[config.mk]
export PLATFORM = sky130hd
export DESIGN_NAME = sobel_stream_filter
export DESIGN_NICKNAME = d
export VERILOG_FILES = /design/src/rtl/sobel_stream_filter.sv
export SDC_FILE = /design/constraint.sdc
export NUM_CORES = 2
export LEC_CHECK = 0
export ABC_AREA = 1
export CAP_MARGIN = 20
export CORE_AREA = 5 5 305 382
export CTS_CLUSTER_SIZE = 25
export DETAILED_ROUTE_END_ITERATION = 16
export DIE_AREA = 0 0 310 387
export GPL_TIMING_DRIVEN = 0
export PLACE_DENSITY_LB_ADDON = 0.12
export REMOVE_ABC_BUFFERS = 1
export SLEW_MARGIN = 15
export SYNTH_ARGS = -nofsm -noshare
export SYNTH_HDL_FRONTEND = slang
export SYNTH_SLANG_ARGS = --single-unit
export TNS_END_PERCENT = 5
[constraint.sdc]
create_clock -name sys_clk -period 17.75 [get_ports sys_clk]
set_input_delay 4.4375 -clock sys_clk [delete_from_list [all_inputs] [get_ports sys_clk]]
set_output_delay 4.4375 -clock sys_clk [all_outputs]
set_load 0.01 [all_outputs]
[src/rtl/sobel_stream_filter.sv]
// Streaming 3x3 Sobel edge filter: two line buffers, a 2-column window register,
// a Gx/Gy stage and an output stage (magnitude or thresholded binary).
module sobel_stream_filter #(
  parameter int IMG_W    = 100,
  parameter int IMG_H    = 100,
  parameter int DATA_W   = 8,
  parameter int THR_INIT = 80,
  parameter int THR_STEP = 4
) (
  input  logic              sys_clk,
  input  logic              sys_rst_n,
  input  logic              in_valid,
  input  logic [DATA_W-1:0] in_data,
  input  logic              frame_sync,
  input  logic              key_inc,
  input  logic              key_dec,
  input  logic              mode_bin,
  output logic [DATA_W-1:0] threshold,
  output logic              out_valid,
  output logic [DATA_W-1:0] out_data,
  output logic              frame_done
);
  localparam int CW = (IMG_W > 1) ? $clog2(IMG_W) : 1;
  localparam int RW = (IMG_H > 1) ? $clog2(IMG_H) : 1;
  localparam int GW = DATA_W + 3;
  localparam logic [CW-1:0]     COL_LAST = CW'(IMG_W - 1);
  localparam logic [RW-1:0]     ROW_LAST = RW'(IMG_H - 1);
  localparam logic [DATA_W-1:0] PIX_MAX  = {DATA_W{1'b1}};
  localparam logic [DATA_W-1:0] THR_RST  = DATA_W'(THR_INIT);
  localparam logic [DATA_W:0]   STEP_W   = (DATA_W + 1)'(THR_STEP);

  logic [CW-1:0] col_q, col_d;
  logic [RW-1:0] row_q, row_d;
  logic          accept, interior, last_px;

  logic [DATA_W-1:0] lb1_mem [IMG_W];
  logic [DATA_W-1:0] lb2_mem [IMG_W];
  logic [DATA_W-1:0] top_px, mid_px;
  logic [DATA_W-1:0] win_a_q [3];
  logic [DATA_W-1:0] win_b_q [3];
  logic [DATA_W-1:0] win_new [3];

  logic [GW-1:0]        left_sum, right_sum, top_sum, bot_sum;
  logic signed [GW-1:0] gx_d, gy_d, gx_q, gy_q;
  logic                 s1_valid_d, s1_valid_q, s1_last_d, s1_last_q;
  logic [GW-1:0]        abs_gx, abs_gy, mag;
  logic                 out_valid_d, out_valid_q, frame_done_d, frame_done_q;
  logic [DATA_W-1:0]    out_data_d, out_data_q;
  logic [DATA_W-1:0]    threshold_d, threshold_q;
  logic [DATA_W:0]      thr_inc, thr_dec;

  function automatic logic [GW-1:0] wsum(input logic [DATA_W-1:0] a,
                                         input logic [DATA_W-1:0] b,
                                         input logic [DATA_W-1:0] c);
    return GW'(a) + (GW'(b) << 1) + GW'(c);
  endfunction

  // frame_sync wins over a same-cycle in_valid, which is dropped
  assign accept   = in_valid && !frame_sync;
  assign interior = (row_q >= RW'(2)) && (col_q >= CW'(2));
  assign last_px  = (row_q == ROW_LAST) && (col_q == COL_LAST);

  assign mid_px     = lb1_mem[col_q];
  assign top_px     = lb2_mem[col_q];
  assign win_new[0] = top_px;
  assign win_new[1] = mid_px;
  assign win_new[2] = in_data;

  always_ff @(posedge sys_clk) begin
    if (accept) begin
      lb1_mem[col_q] <= in_data;
      lb2_mem[col_q] <= mid_px;
    end
  end

  // The window holds columns c-2 and c-1; column c comes straight from the buffers.
  always_ff @(posedge sys_clk or negedge sys_rst_n) begin
    if (!sys_rst_n) begin
      for (int i = 0; i < 3; i++) begin
        win_a_q[i] <= '0;
        win_b_q[i] <= '0;
      end
    end else if (frame_sync) begin
      for (int i = 0; i < 3; i++) begin
        win_a_q[i] <= '0;
        win_b_q[i] <= '0;
      end
    end else if (accept) begin
      for (int i = 0; i < 3; i++) begin
        win_a_q[i] <= win_b_q[i];
        win_b_q[i] <= win_new[i];
      end
    end
  end

  assign left_sum  = wsum(win_a_q[0], win_a_q[1], win_a_q[2]);
  assign right_sum = wsum(top_px, mid_px, in_data);
  assign top_sum   = wsum(win_a_q[0], win_b_q[0], top_px);
  assign bot_sum   = wsum(win_a_q[2], win_b_q[2], in_data);
  // Both sums stay below 2^(DATA_W+2), so the wrapped difference is exact two's complement
  assign gx_d = $signed(right_sum - left_sum);
  assign gy_d = $signed(bot_sum - top_sum);

  assign abs_gx = gx_q[GW-1] ? $unsigned(-gx_q) : $unsigned(gx_q);
  assign abs_gy = gy_q[GW-1] ? $unsigned(-gy_q) : $unsigned(gy_q);
  assign mag    = abs_gx + abs_gy;

  always_comb begin
    col_d = col_q;
    row_d = row_q;
    if (frame_sync) begin
      col_d = '0;
      row_d = '0;
    end else if (in_valid) begin
      if (col_q == COL_LAST) begin
        col_d = '0;
        row_d = (row_q == ROW_LAST) ? '0 : row_q + 1'b1;
      end else begin
        col_d = col_q + 1'b1;
      end
    end

    s1_valid_d = accept && interior;
    s1_last_d  = accept && last_px;

    out_valid_d  = s1_valid_q && !frame_sync;
    frame_done_d = out_valid_d && s1_last_q;
    out_data_d   = out_data_q;
    if (s1_valid_q) begin
      if (mode_bin)
        out_data_d = (mag >= {3'b000, threshold_q}) ? PIX_MAX : '0;
      else if (|mag[GW-1:DATA_W])
        out_data_d = PIX_MAX;
      else
        out_data_d = mag[DATA_W-1:0];
    end

    thr_inc     = {1'b0, threshold_q} + STEP_W;
    thr_dec     = {1'b0, threshold_q} - STEP_W;
    threshold_d = threshold_q;
    if (key_inc && !key_dec)
      threshold_d = (thr_inc > {1'b0, PIX_MAX}) ? PIX_MAX : thr_inc[DATA_W-1:0];
    else if (key_dec && !key_inc)
      threshold_d = ({1'b0, threshold_q} < STEP_W) ? '0 : thr_dec[DATA_W-1:0];
  end

  always_ff @(posedge sys_clk or negedge sys_rst_n) begin
    if (!sys_rst_n) begin
      col_q        <= '0;
      row_q        <= '0;
      s1_valid_q   <= 1'b0;
      s1_last_q    <= 1'b0;
      gx_q         <= '0;
      gy_q         <= '0;
      out_valid_q  <= 1'b0;
      out_data_q   <= '0;
      frame_done_q <= 1'b0;
      threshold_q  <= THR_RST;
    end else begin
      col_q        <= col_d;
      row_q        <= row_d;
      s1_valid_q   <= s1_valid_d;
      s1_last_q    <= s1_last_d;
      if (s1_valid_d) begin
        gx_q <= gx_d;
        gy_q <= gy_d;
      end
      out_valid_q  <= out_valid_d;
      out_data_q   <= out_data_d;
      frame_done_q <= frame_done_d;
      threshold_q  <= threshold_d;
    end
  end

  assign threshold  = threshold_q;
  assign out_valid  = out_valid_q;
  assign out_data   = out_data_q;
  assign frame_done = frame_done_q;
endmodule

==> flow_summary.toml <==
[logic_synthesis]
yosys.area_share.simple_pct = 17.99
synthCells = 6535
synthFlopType = "edfxtp_1"
yosysWarnings = 0
syn_avg_cell_area_um2 = 11.07
synth_cell_types = 57
synth_edf_count = 1600
ys_ff_latch = 1703
synth_top_family_by_area = "simple AND/OR/NAND/NOR gates"
synthMuxAreaShare_pct = 0
synthXorXnorAreaFrac_pct = 0.3873
synth_compound_area_share_pct = 5.469
async_reset_ff_share_pct = 6.048
synth_fa_ha_area_share_pct = 2.642
seq_area_frac_synth_pct = 69.96
netlist_area_mm2 = 0.07236

[worst_setup_path]
timing.rr.start = "col_q[0]$_DFFE_PN0P_"
crit_type = "flip-flop to flip-flop"
cp_slowest_cell = "dfrtp_4"
cp_num_buf_inv = 9
crit_path_end = "gx_q[8]$_DFFE_PN0P_"
worst-endpoint-required_ns = 18.39
crit_start = "col_q[0]$_DFFE_PN0P_"
cp_max_fo = 176
r2r_slack_ns = 8.38
cp.depth = 28
reg2reg_depth = 28
end_kind = "flip-flop"
start_kind = "flip-flop"
critPathArrivalTime_ns = 10.01
worst_path_largest_cell_delay_ns = 0.97
crit_family = "simple AND/OR/NAND/NOR gates"
r2r_end = "gx_q[8]$_DFFE_PN0P_"

[sta]
fin_crit_ns = 9.365
hold_viol_final = 0
fin_skew_ns = 0.02768
maxSlewViolCount = 0
rsz0062_at_grt = "false"
fmax_mhz = 106.8
relSlewSlack_pct = 15.47
tns_ns = 0
whs_ns = 0.4813
setup_viol = 0
fin_crit_sh_pct = 52.76
setup_ws_ns = 8.385
worstMarginPinSlew_ns = 1.266

[routing]
wl_per_cell_um = 24.48
vias_per_cell = 6.033
dr.pass1.iters = 6
drcViolationCount = 0
num_vias = 49354
routed_wl_mm = 200.3
drtAntennaViolNets = 0
drtIter0Drc = 6275

[grt]
grt_max_degree = 177
antenna_found_initial = 6
grt_pass1_wl_mm = 292.6
grt_pass1_vias = 46798
grt_util_all_layers_pct = 33.11
overflow = 0

[clock_network]
clock_path_buffers = 3
postCtsSetupRepairBufs = 0
cts_max_level = 4
path_clk_slew_ns = 0.06
cts_tree = "built"
root_buffer = "clkbuf_16"
cts_buffers = 160
clock_sink_count = 1703
ctsResizeCount = 0
ctsHoldBuffers = 0
insertion_delay_ns = 0.80

[finish]
final_cell_mix = "2665 x nand2_1, 1600 x edfxtp_1, 448 x nor2_1, 303 x a21oi_1, 270 x o21ai_0"
areaGrowthSynthToFinish_pct = 12.16
layout_commonest_cell = "nand2_1"
final_core_util_pct = 72.09
nFillCells = 7421
final_nets = 6719
drive_gt1_share_pct = 8.243
final_area_mm2 = 0.08116

[power]
ir_drop_mv = 0.1122
p_per_area_mw_per_mm2 = 120.0
power.leakage_uw = 0.03115

[die]
dieArea_mm2 = 0.1200
die_y_um = 387
coreArea_mm2 = 0.1126
num_io_pins = 33
initial_utilization_pct = 64.28
die_x_um = 310
num_rows = 138

[worst_hold_path]
hp-class = "flip-flop to flip-flop"

[placed_design]
placed_area_mm2 = 0.07614
port_buffers = 32
place_ws_ns = 8.749
gp_routability_congestion = 0.9671
hpwl_mm = 123.0

[outcome]
outcome = "completed"

[flow_run]
maxCapViolCount = 0
## stage by stage
| stage | std cells | power, µW |
|---|---|---|
| after floorplan | 6233 | 5905 |
| after global placement | 7735 | 6502 |
| after CTS | 8178 | 9733 |
| after global routing | 8179 | 10140 |
| final | 8181 | 9736 |
| after detailed placement | 7896 | 6478 |
## state kept, by name, summed over array words and instances, names as in the netlist, 7 cells and up
signal,flops
lb2_mem,800
col_q,7
threshold,7
lb1_mem,800
win_a_q,24
row_q,7
out_data,8
win_b_q,24
gx_q,11
gy_q,11
## worst min path at each step
stage | from | to | slack, ns | cells past startpoint
after global placement | out_data[2]$_DFFE_PN0P_ | out_data[2]$_DFFE_PN0P_ | 0.46 | 2
after floorplan | win_b_q[17]$_DFFE_PN0P_ | win_b_q[17]$_DFFE_PN0P_ | 0.45 | 2
after global routing | win_b_q[18]$_DFFE_PN0P_ | win_b_q[18]$_DFFE_PN0P_ | 0.50 | 2
after detailed placement | win_b_q[18]$_DFFE_PN0P_ | win_b_q[18]$_DFFE_PN0P_ | 0.47 | 2
final | win_b_q[18]$_DFFE_PN0P_ | win_b_q[18]$_DFFE_PN0P_ | 0.48 | 2
after CTS | win_b_q[18]$_DFFE_PN0P_ | win_b_q[18]$_DFFE_PN0P_ | 0.48 | 2
## Yosys cell counts (8+ instances only)
cell | instances | area share, %
buf_2 | 177 | 1.2
edfxtp_1 | 1600 | 66
inv_2 | 18 | 0.093
dfrtp_1 | 101 | 3.5
nand3_1 | 73 | 0.50
o21ai_0 | 270 | 1.9
a21oi_1 | 303 | 2.1
nand4_1 | 24 | 0.21
a22oi_1 | 14 | 0.15
xor2_1 | 26 | 0.31
clkbuf_1 | 59 | 0.31
nand3b_1 | 8 | 0.083
nor2_1 | 553 | 2.9
buf_4 | 28 | 0.29
o21ai_1 | 41 | 0.28
ha_1 | 52 | 0.90
nor3_1 | 20 | 0.14
buf_6 | 17 | 0.26
buf_1 | 18 | 0.093
inv_1 | 234 | 1.2
nand2_1 | 2673 | 14
o22ai_1 | 75 | 0.65
fa_1 | 63 | 1.7
## routing by layer
layer / track usage (%) / up-vias / part of all wire, % / routed length [µm]
met1: 43.43 / 23820 / 36 / 71110
li1: - / 22094 / - / -
met5: 0 / - / 0.022 / 44
met2: 52.04 / 2849 / 47 / 94170
met4: 17.71 / 6 / 6.4 / 12740
met3: 7.683 / 585 / 11 / 22220
## tightest hold or removal path: stages (launching register included)
cell	delay, ns
dfrtp_1	0.34
nand2_1	0.05
nand2_1	0.05
## report_power, final
part	leakage (µW)	internal [µW]	switching (µW)
Sequential	0.0157	4520	59.3
Clock	0.00243	1870	1440
Combinational	0.0130	610	1230
Total	0.0311	7000	2730
## cell type report
class	count	area, µm²	area share, %
sequential	1703	50640	62.39
multi-input combinational	4272	19500	24.03
clock buffer	206	4355	5.367
timing repair buffer	194	3168	3.904
tap	1470	1839	2.266
inverter	258	1017	1.253
clock inverter	76	634.4	0.7816
antenna	2	5.005	0.006167
## cell families (layout without fill, tap and decap cells)
| group | Yosys count | in the layout |
|---|---|---|
| xor gates and xnor gates | 32 | 32 |
| AOI/OAI and AO/OA | 742 | 742 |
| and+or+nand+nor | 3383 | 3383 |
| DFF | 1703 | 1703 |
| adders and majority gates | 115 | 115 |
| buffers and inverters | 560 | 734 |
| other | 0 | 2 |
(Power assumes the default switching activity.)
